===== src/rtl/conv_pool_sequencer.sv =====
// rtl/conv_pool_sequencer.sv - time-shares one 3x3 conv PE over all channels/pixels with fused ReLU and 2x2 max-pool
module conv_pool_sequencer #(
    parameter int INPUT_SIZE   = 32,
    parameter int KERNEL_SIZE  = 3,
    parameter int OUT_CHANNELS = 3,
    parameter int PX_SIZE      = 8,
    localparam int RAW_SIZE    = INPUT_SIZE - KERNEL_SIZE + 1,
    localparam int POOL_SIZE   = RAW_SIZE / 2,
    localparam int CW          = (OUT_CHANNELS > 1) ? $clog2(OUT_CHANNELS) : 1,
    localparam int RW          = $clog2(RAW_SIZE),
    localparam int PW          = (POOL_SIZE > 1) ? $clog2(POOL_SIZE) : 1
) (
    input  logic               clk,
    input  logic               rst,
    input  logic               start,
    output logic               busy,
    output logic               done,
    output logic               pe_req,
    output logic [CW-1:0]      pe_ch,
    output logic [RW-1:0]      pe_row,
    output logic [RW-1:0]      pe_col,
    input  logic               pe_ack,
    input  logic [PX_SIZE-1:0] pe_result,
    output logic               wr_en,
    output logic [CW-1:0]      wr_ch,
    output logic [PW-1:0]      wr_row,
    output logic [PW-1:0]      wr_col,
    output logic [PX_SIZE-1:0] wr_data
);

    typedef enum logic [1:0] {IDLE, REQ, WRITE, DONE} state_t;

    state_t             state;
    state_t             state_nx;
    logic [CW-1:0]      ch;
    logic [PW-1:0]      pr;
    logic [PW-1:0]      pc;
    logic [1:0]         sub;
    logic [PX_SIZE-1:0] max_acc;
    logic [PX_SIZE-1:0] relu;
    logic               last_ch;
    logic               last_pr;
    logic               last_pc;

    // Negative PE results clamp to zero, so zero is the identity for the running max.
    assign relu    = pe_result[PX_SIZE-1] ? '0 : pe_result;
    assign last_ch = (ch == CW'(OUT_CHANNELS - 1));
    assign last_pr = (pr == PW'(POOL_SIZE - 1));
    assign last_pc = (pc == PW'(POOL_SIZE - 1));

    // State register; reset aborts any pass in progress.
    always_ff @(posedge clk) begin
        if (rst) begin
            state <= IDLE;
        end else begin
            state <= state_nx;
        end
    end

    // Next-state: four acked windows per pooled pixel, then one write cycle.
    always_comb begin
        state_nx = state;
        case (state)
            IDLE:    if (start) state_nx = REQ;
            REQ:     if (pe_ack && (sub == 2'd3)) state_nx = WRITE;
            WRITE:   state_nx = (last_ch && last_pr && last_pc) ? DONE : REQ;
            DONE:    state_nx = IDLE;
            default: state_nx = IDLE;
        endcase
    end

    // Loop counters and the per-window running max of ReLU'd results.
    always_ff @(posedge clk) begin
        if (rst) begin
            ch      <= '0;
            pr      <= '0;
            pc      <= '0;
            sub     <= '0;
            max_acc <= '0;
        end else begin
            case (state)
                IDLE: begin
                    if (start) begin
                        ch      <= '0;
                        pr      <= '0;
                        pc      <= '0;
                        sub     <= '0;
                        max_acc <= '0;
                    end
                end
                REQ: begin
                    if (pe_ack) begin
                        if (relu > max_acc) max_acc <= relu;
                        if (sub != 2'd3) sub <= sub + 2'd1;
                    end
                end
                WRITE: begin
                    max_acc <= '0;
                    sub     <= '0;
                    if (last_pc) begin
                        pc <= '0;
                        if (last_pr) begin
                            pr <= '0;
                            ch <= last_ch ? '0 : ch + 1'b1;
                        end else begin
                            pr <= pr + 1'b1;
                        end
                    end else begin
                        pc <= pc + 1'b1;
                    end
                end
                default: ;
            endcase
        end
    end

    // Outputs decoded from state; sub selects the quadrant (dy = sub[1], dx = sub[0]).
    always_comb begin
        busy    = 1'b0;
        done    = 1'b0;
        pe_req  = 1'b0;
        pe_ch   = '0;
        pe_row  = '0;
        pe_col  = '0;
        wr_en   = 1'b0;
        wr_ch   = '0;
        wr_row  = '0;
        wr_col  = '0;
        wr_data = '0;
        case (state)
            REQ: begin
                busy   = 1'b1;
                pe_req = 1'b1;
                pe_ch  = ch;
                pe_row = RW'({pr, 1'b0}) + RW'(sub[1]);
                pe_col = RW'({pc, 1'b0}) + RW'(sub[0]);
            end
            WRITE: begin
                busy    = 1'b1;
                wr_en   = 1'b1;
                wr_ch   = ch;
                wr_row  = pr;
                wr_col  = pc;
                wr_data = max_acc;
            end
            DONE:    done = 1'b1;
            default: ;
        endcase
    end

endmodule


===== config.mk =====
export PLATFORM = sky130hd
export DESIGN_NAME = conv_pool_sequencer
export DESIGN_NICKNAME = d
export VERILOG_FILES = /design/src/rtl/conv_pool_sequencer.sv
export SDC_FILE = /design/constraint.sdc
export NUM_CORES = 1
export LEC_CHECK = 0
export ABC_AREA = 1
export CAP_MARGIN = 20
export CORE_ASPECT_RATIO = 1.1
export CORE_MARGIN = 10
export CORE_UTILIZATION = 40
export CTS_BUF_LIST = sky130_fd_sc_hd__clkbuf_8 sky130_fd_sc_hd__clkbuf_16
export DETAILED_ROUTE_END_ITERATION = 8
export PLACE_DENSITY = 0.69
export RECOVER_POWER = 25
export SLEW_MARGIN = 20
export SYNTH_ARGS = -nofsm -noshare
export SYNTH_HDL_FRONTEND = slang
export SYNTH_SLANG_ARGS = --single-unit

===== constraint.sdc =====
create_clock -name clk -period 1.86 [get_ports clk]
set_input_delay 0.558 -clock clk [delete_from_list [all_inputs] [get_ports clk]]
set_output_delay 0.558 -clock clk [all_outputs]
set_load 0.01 [all_outputs]

==> results.md <==
* Status: finished, violations left
* Violated checks: negative setup slack
* Fmax at 526 MHz
* Crit path DAT at 1.34 ns
* PD cells at 1280 nW/um^2
* DIE AREA at 6930 sq um
* GPL Wtd Cong at 0.893
* Layout area overhead at 70.3%
* H-tree levels at 1
* Setup TNS at -0.111 ns
* Number of diodes at 0
* Slew Viols, Final at 0
* Clock skew at 0.00250 ns
* DRT antenna net count at 0
* Hold WC Path Type: reg -> reg
* Post-Syn Area per Cell at 6.44 sq um
* Fillers at 319
* Seq/Total Area, Yosys at 26.3%
* Flops & latches, synth at 21
* Critical Path Sink Type: output pin
* Number of synthesized flops with an enable pin at 0
* Clk buf depth at 2
* CTS sink count at 21
* Detailed-route via count at 1797
* Setup WS post-layout at -0.0399 ns
* Slowest cell delay on critical path at 0.37 ns
* Final Critical Period at 1.90 ns
* Ports at 46
* Post-synthesis async set-or-reset flop share at 0%
* Vias per cell at 4.66
* Unrepaired setup endpoints after global routing: true
* Drt first pass iters at 4
* CP top delay family: buffers and inverters
* Prevailing post-synth register cell: dfxtp_1
* Initial antenna violation count at 0
* Crit path cell chain: inv_4 -> ha_4 -> buf_12 -> buf_4 -> nand2_2 -> inv_1 -> buf_2
* Buffers on Ports at 44
* Chip height at 86.3 um
* Row count at 24
* Fin nets at 363
* Total track usage at 14.4%
* Peak supply drop at 678 uV
* Worst-Skew Late Latency at 0.26 ns
* Worst-path clk slew at 0.08 ns
* Syn Inst Count at 248
* Worst slack, placed at -0.632 ns
* Wire per inst at 13.1 um
* Number of global-route vias before repair at 1857
* Post-synth cell types at 33
* Layout cells sized above 1 at 50.9%
* Power, Total at 3.49 mW
* Period utilization at 102%
* Synthesized area at 1600 sq um
* Area after DPL at 2260 sq um
* Core area at 3900 sq um
* CP Max Fanout at 4
* Final setup violation count at 5
* First-pass GRT wire length at 8.25 mm
* CP max stage cell: dfxtp_4
* DR DRC count at 0
* Leakage power at 1.46 nW
* Worst hold slack at 0.510 ns
* WP buf/inv at 5
* Critical Path RT at 1.30 ns
* Root Buffer: clkbuf_8
* Initial Util at 40.9%
* Largest net degree at the start of global routing at 16
* # hold bufs at CTS at 0
* Gr ovfl total at 0
* Critical setup path kind: reg -> out
* Cts bufs inserted at 3
* Final WL at 5.07 mm
* Post-detail-place hpwl at 3.22 mm
* Final instance area at 2720 sq um
* Max cap viols at 0
* Drt initial violations at 83
* Syn Nets at 276
* Ys Warns at 0
* TritonCTS clock tree: yes
* CP startpoint kind: register
* Die Width at 80.3 um
* Hold Vio Cnt, Final at 0
[logic make-up (layout without fill, tap and decap cells)]
| group | count (synthesis) | count (layout) | synth area share (%) |
|---|---|---|---|
| xor gates and xnor gates | 3 | 3 | 1.64 |
| and+or+nand+nor | 115 | 116 | 31.8 |
| buffers and inverters | 65 | 150 | 16.9 |
| AOI/OAI and AO/OA | 27 | 27 | 10.6 |
| DFF | 21 | 21 | 26.3 |
| adders and majority gates | 16 | 16 | 12.5 |
| other | 1 | 1 | 0.235 |
[synthesized netlist by cell type, types with 2 or more instances]
cell type / number / area (sq um)
nand2_1: 68 / 255
inv_1: 52 / 195
dfxtp_1: 21 / 420
a21oi_1: 18 / 90.1
nor2_1: 18 / 67.6
ha_1: 16 / 200
nand3_1: 10 / 50.1
buf_2: 5 / 25.0
nand4_1: 5 / 31.3
inv_2: 3 / 11.3
nand2_2: 3 / 18.8
nor3_1: 3 / 15.0
a211oi_1: 2 / 15.0
a211oi_2: 2 / 25.0
buf_4: 2 / 15.0
o21ai_1: 2 / 10.0
xor2_1: 2 / 17.5
[report_power, final]
part	leakage (nW)	internal, mW	total [mW]	switching, mW
Clock	0.0255	0.149	0.303	0.154
Combinational	1.26	1.12	2.41	1.29
Sequential	0.173	0.607	0.777	0.170
[worst paths after layout]
check                                start    endpoint  slack [ns]  cells past startpoint
worst max-delay path              state[0]   wr_col[1]       -0.04                      7
worst min-delay path            max_acc[1]  max_acc[1]        0.51                      2
worst max register to register  max_acc[5]  max_acc[6]        0.16                      8
worst min register to register  max_acc[1]  max_acc[1]        0.51                      2
[stage by stage]
step                      utilization, %  std cells
final                               69.7        386
after global routing                69.7        386
after CTS                           62.3        381
after detailed placement            58.0        361
after global placement              58.0        361
after floorplan                        -        248
[sequential cells by signal, summed over array words and instances (netlist names)]
register and flops:
max_acc 7, pc 4, pr 4, ch 2
state 2, sub 2
[tightest hold or removal path, stage by stage, from the launching register on]
cell,delay (ns)
dfxtp_1,0.33
a21oi_2,0.10
nor2_1,0.05
[per-layer routing]
layer  wire length, um  track usage [%]  vias up
li1                  -                -      931
met1              2040             15.2      827
met2              2700             27.0       35
met3               286             3.62        4
met4                45             4.01        0
met5                 0                0        -
[placed cells by master, fill, tap and decap left out, types with 3 or more instances in the layout]
| cell type | synthesis | layout |
|---|---|---|
| nand2_1 | 68 | 45 |
| buf_4 | 2 | 37 |
| inv_1 | 52 | 34 |
| nand2_2 | 3 | 24 |
| inv_2 | 3 | 19 |
| dfxtp_1 | 21 | 19 |
| buf_6 | 1 | 19 |
| buf_2 | 5 | 15 |
| nor2_1 | 18 | 12 |
| a21oi_2 | 0 | 9 |
| a21oi_1 | 18 | 9 |
| ha_1 | 16 | 9 |
| ha_4 | 0 | 7 |
| nand3_1 | 10 | 6 |
| nor2_4 | 1 | 5 |
| nand4_1 | 5 | 5 |
| nand3_2 | 1 | 5 |
| clkdlybuf4s15_1 | 0 | 5 |
| nor2_2 | 1 | 3 |
| nor3_1 | 3 | 3 |
| clkbuf_8 | 0 | 3 |
| clkdlybuf4s50_1 | 0 | 3 |
| clkbuf_2 | 0 | 3 |
[layout make-up]
| type | instances | area (sq um) | share of cell area (%) |
|---|---|---|---|
| Clock buffer | 3 | 41.3 | 1.52 |
| Clock inverter | 1 | 5.00 | 0.184 |
| Inverter | 57 | 224 | 8.23 |
| Multi-Input combinational cell | 163 | 1180 | 43.4 |
| Sequential cell | 21 | 428 | 15.7 |
| Tap cell | 52 | 65.1 | 2.39 |
| Timing Repair Buffer | 89 | 777 | 28.6 |
[what timing repair did]
item,CTS,global route
setup buffers,12,5
gates cloned,4,0
hold endpoints to repair,0,0
pin swaps,29,21
setup endpoints to repair,40,23
resized for setup,174,83
(Power assumes the default switching activity.)
==> patch 1: new RTL, same flow settings <==
Change the parameter `INPUT_SIZE` from 32 to 16.
--- a/src/rtl/conv_pool_sequencer.sv
+++ b/src/rtl/conv_pool_sequencer.sv
@@ -1,6 +1,6 @@
 // rtl/conv_pool_sequencer.sv - time-shares one 3x3 conv PE over all channels/pixels with fused ReLU and 2x2 max-pool
 module conv_pool_sequencer #(
-    parameter int INPUT_SIZE   = 32,
+    parameter int INPUT_SIZE   = 16,
     parameter int KERNEL_SIZE  = 3,
     parameter int OUT_CHANNELS = 3,
     parameter int PX_SIZE      = 8,
Ports: changed (resized pe_col, pe_row, wr_col and wr_row); port bits go from 46 to 42. No check against the original RTL was run, so the function may have changed too.
==> patch 1 against the unedited design <==
Die area fell by 7.1%; critical endpoint is now wr_data[1]; setup slack improved by 0.074 ns; wire length fell by 19%; critical path depth fell by 1; largest cell class unchanged; power fell by 19%; sequential cell count fell by 2; synthesized area fell by 9.3%; highest routed layer unchanged; final area fell by 14%.
==> patch 1: results (changes against the unedited design) <==
stage,metric,value,unit,change
setup_path,Reg2Reg Depth,10,,+2
pwr,leakage power,1.32,nW,-9.5%
global_route,first-pass GRT wire length,7050,um,-14%
synth,Yosys cell types,29,,-12%
synth,post-synthesis adder-cell area fraction,0.104,,-0.0217
layout,largest registers,"max_acc (7), pc (3), pr (3)",,
layout,Final #Nets,339,,-6.6%
setup_path,CP max stage delay,0.33,ns,-0.04 ns
synth,Area contributors post-synth,"dfxtp_1, nand2_1, inv_1",,
routing,via count,1667,,-7.2%
setup_path,Worst setup startpoint,state[1],,
layout,Multi-input gate area,963,um^2,-18%
routing,Iter 0 DRT Violations,100,,+20%
synth,Mapped Nets,252,,-8.7%
layout,Fillers,333,,+4.4%
synth,xor/xnor share of the synthesized area,0.0121,,-0.00435
routing,Routed WL,4120,um,-19%
global_route,vias in the first global route,1640,,-12%
synth,Post-Syn Instances,228,,-8.1%
synth,YS warnings,0,,unchanged
timing,skew final,0.00104,ns,-0.00146 ns
setup_path,reg2reg start,state[0],,
synth,share of the synthesized area in the top cell type,0.263,,-0.000595
place,PortBufs,40,,-9.1%
worst_hold_path,HP Start,pr[2],,
layout,Layout Cells excl Fill,362,,-6.2%
place,dpl cell area,2100,um^2,-7.4%
run_status,status,finished clean,,
setup_path,Critical Path Fanout Max,6,,+2
pwr,peak supply drop,0.770,mV,+14%
layout,share of post-route cells with drive strength above 1,0.433,,-0.0759
place,RD Place Congestion,0.806,,-9.8%
place,number of instances in the placed design,339,,-6.1%
synth,sequential fraction of the synthesis area,0.263,,-0.000595
patch 1: changes by cell type after synthesis, sizes merged, moves of 3 or more:
cell / change
nand2: -12
nor3: +4
o21ai: +4
ha: -4
nor2: +3
nand4: -3
patch 1: area by class of cell:
class	instances	share of cell area
Timing Repair Buffer	89	0.291
Multi-Input combinational cell	147	0.412
Tap cell	48	0.0257
Sequential cell	19	0.164
Clock inverter	1	0.00214
Inverter	55	0.0883
Clock buffer	3	0.0177
patch 1: per-stage QoR:
stage               setup WS (ns)  setup TNS [ns]
global route              -0.0279          -0.108
finish                     0.0341               0
global placement           -0.607           -6.73
detailed placement         -0.643           -7.41
floorplan                  0.0265               0
CTS                       -0.0307          -0.110
patch 1: worst paths after layout:
kind,end,slack [ns]
worst min-delay path,pr[2],0.49
worst max-delay path,wr_data[1],0.03
worst min register to register,pr[2],0.49
worst max register to register,max_acc[2],0.13
patch 1: logic make-up (layout without fill, tap and decap cells):
| group | after synthesis | after routing |
|---|---|---|
| buffers and inverters | 63 | 148 |
| other | 1 | 1 |
| xor gates and xnor gates | 2 | 2 |
| and+or+nand+nor | 104 | 105 |
| DFF | 19 | 19 |
| AOI/OAI and AO/OA | 27 | 27 |
| adders and majority gates | 12 | 12 |
patch 1: routing by layer:
layer,global-route usage,up-vias,share of wire
met4,0.0248,0,0.0036
li1,-,865,-
met2,0.228,48,0.52
met5,0,-,0
met3,0.0323,2,0.055
met1,0.136,752,0.42
patch 1: power by group:
part	total (mW)	internal [mW]	switching (mW)
Sequential	0.654	0.536	0.118
Combinational	1.88	0.873	1.01
Clock	0.281	0.149	0.133
Total	2.82	1.56	1.26
patch 1: what timing repair did:
action                                 4_1_cts  5_1_grt
endpoints found under the hold margin        0        0
buffers inserted                            16        2
setup endpoints to repair                   36       32
cloned                                       1        0
pin swaps                                   24       19
gates resized for setup                    135       44
patch 1: worst register-to-register path, delay by kind of cell (launching register included):
family	cells	cell delay (ns)
buf+inv	4	0.60
simple gates	4	0.45
fa+ha+maj	1	0.18
flops	1	0.33
compound gates	1	0.07
==> patch 2: new RTL, config.mk and constraints unchanged <==
Made on the original files. Re-encode `state_t` (4 states) as one-hot, 4 bits wide.
--- a/src/rtl/conv_pool_sequencer.sv
+++ b/src/rtl/conv_pool_sequencer.sv
@@ -28,7 +28,7 @@
     output logic [PX_SIZE-1:0] wr_data
 );
 
-    typedef enum logic [1:0] {IDLE, REQ, WRITE, DONE} state_t;
+    typedef enum logic [3:0] {IDLE = 4'b0001, REQ = 4'b0010, WRITE = 4'b0100, DONE = 4'b1000} state_t;
 
     state_t             state;
     state_t             state_nx;
Formal check against the unedited RTL: no difference found for any inputs over 10 cycles, from zero or initial values and one cycle with rst high; not proved beyond that.
==> patch 2 against the unedited design <==
The run still ends with setup timing left; synthesized cell count is 1.2% lower; non-clock buffer count is 5 higher; sequential share of layout area is 1.6 points higher; core utilization is 3.4 points higher; wire length is 5.3% higher; setup slack worse by 0.038 ns; synthesized area is 1.5% lower; count of clock-buffer cells in the layout stayed put; clock skew is 0.0018 ns higher; final area is 0.28% lower; fmax is 2.0% lower; sequential cell count is 2 higher.
Power is not compared: it rests on default switching activity, and its combinational part moved more than twofold at a synthesized area within 25%.
==> patch 2: results (changes against the unedited design) <==
stage,metric,value,unit,change
synth,sequential fraction of the synthesis area,0.293,,+0.0294
global_route,met2 usage,0.272,,+0.00219
setup_path,Reg2Reg Depth,9,,+1
run_status,status,finished with violations,,
run_status,violated checks,setup timing,,
synth,post-synthesis compound-gate area fraction,0.112,,+0.00637
global_route,first-pass GRT wire length,8580,um,+4.1%
timing,fin worst setup slack,-0.0782,ns,-0.0383 ns
layout,Non-clk invs,40,,-30%
setup_path,CP endpoint,wr_data[3],,
routing,Routed WL,5340,um,+5.3%
synth,post-synthesis adder-cell area fraction,0.0954,,-0.0299
routing,wire length on met3,302,um,+5.6%
global_route,vias in the first global route,1823,,-1.8%
layout,clk cell area share,0.0166,,-0.000414
layout,Final #Nets,360,,-0.83%
layout,Seq/total area,0.173,,+0.0161
routing,met1 wire length,2130,um,+4.2%
global_route,GR met1 Demand/Resource,0.165,,+0.0133
layout,Layout area overhead,72.4,%,
layout,FFs & Latches,23,,+9.5%
routing,Iter 0 DRT Violations,70,,-16%
layout,Multi-input gate area,1150,um^2,-3.0%
synth,Mapped Nets,269,,-2.5%
synth,Area contributors post-synth,"dfxtp_1, nor2_1, nand2_1",,
setup_path,WP data arrival,1.38,ns,+0.04 ns
setup_path,register-to-register setup slack,0.12,ns,-0.04 ns
place,Setup WS pre-CTS,-0.601,ns,+0.0316 ns
global_route,Global Route met3 Usage,0.0376,,+0.00135
routing,DR WL met2,2800,um,+4.0%
layout,Fillers,280,,-12%
setup_path,Worst setup startpoint,state[0],,
place,number of instances in the placed design,353,,-2.2%
synth,Yosys cell types,30,,-9.1%
layout,Register Area,470,um^2,+9.9%
routing,via count,1893,,+5.3%
timing,Setup Viol. Count Final,16,,+11
place,RD Place Congestion,0.838,,-6.2%
layout,Layout Cells excl Fill,385,,-0.26%
==> patch 2: cell types whose count changed in the layout (fill, tap and decap cells not counted), moves of 8 or more <==
cell and change:
buf_6 +8, inv_2 -12, nand2_2 -22, nor2_1 +13, nor2_2 +10, nor2_4 +12
==> patch 2: worst min path at each step <==
| stage | from | endpoint | slack, ns |
|---|---|---|---|
| after CTS | max_acc[3] | max_acc[3] | 0.49 |
| after floorplan | max_acc[1] | max_acc[1] | 0.45 |
| after detailed placement | max_acc[3] | max_acc[3] | 0.47 |
| final | max_acc[3] | max_acc[3] | 0.49 |
| after global routing | max_acc[2] | max_acc[2] | 0.51 |
| after global placement | max_acc[3] | max_acc[3] | 0.46 |
==> patch 2: what timing repair did <==
action,in CTS,in global routing
endpoints found under the setup margin,40,45
cloned,3,0
resized for setup,196,54
hold endpoints to repair,0,0
pin swaps,32,24
buffers inserted,20,5
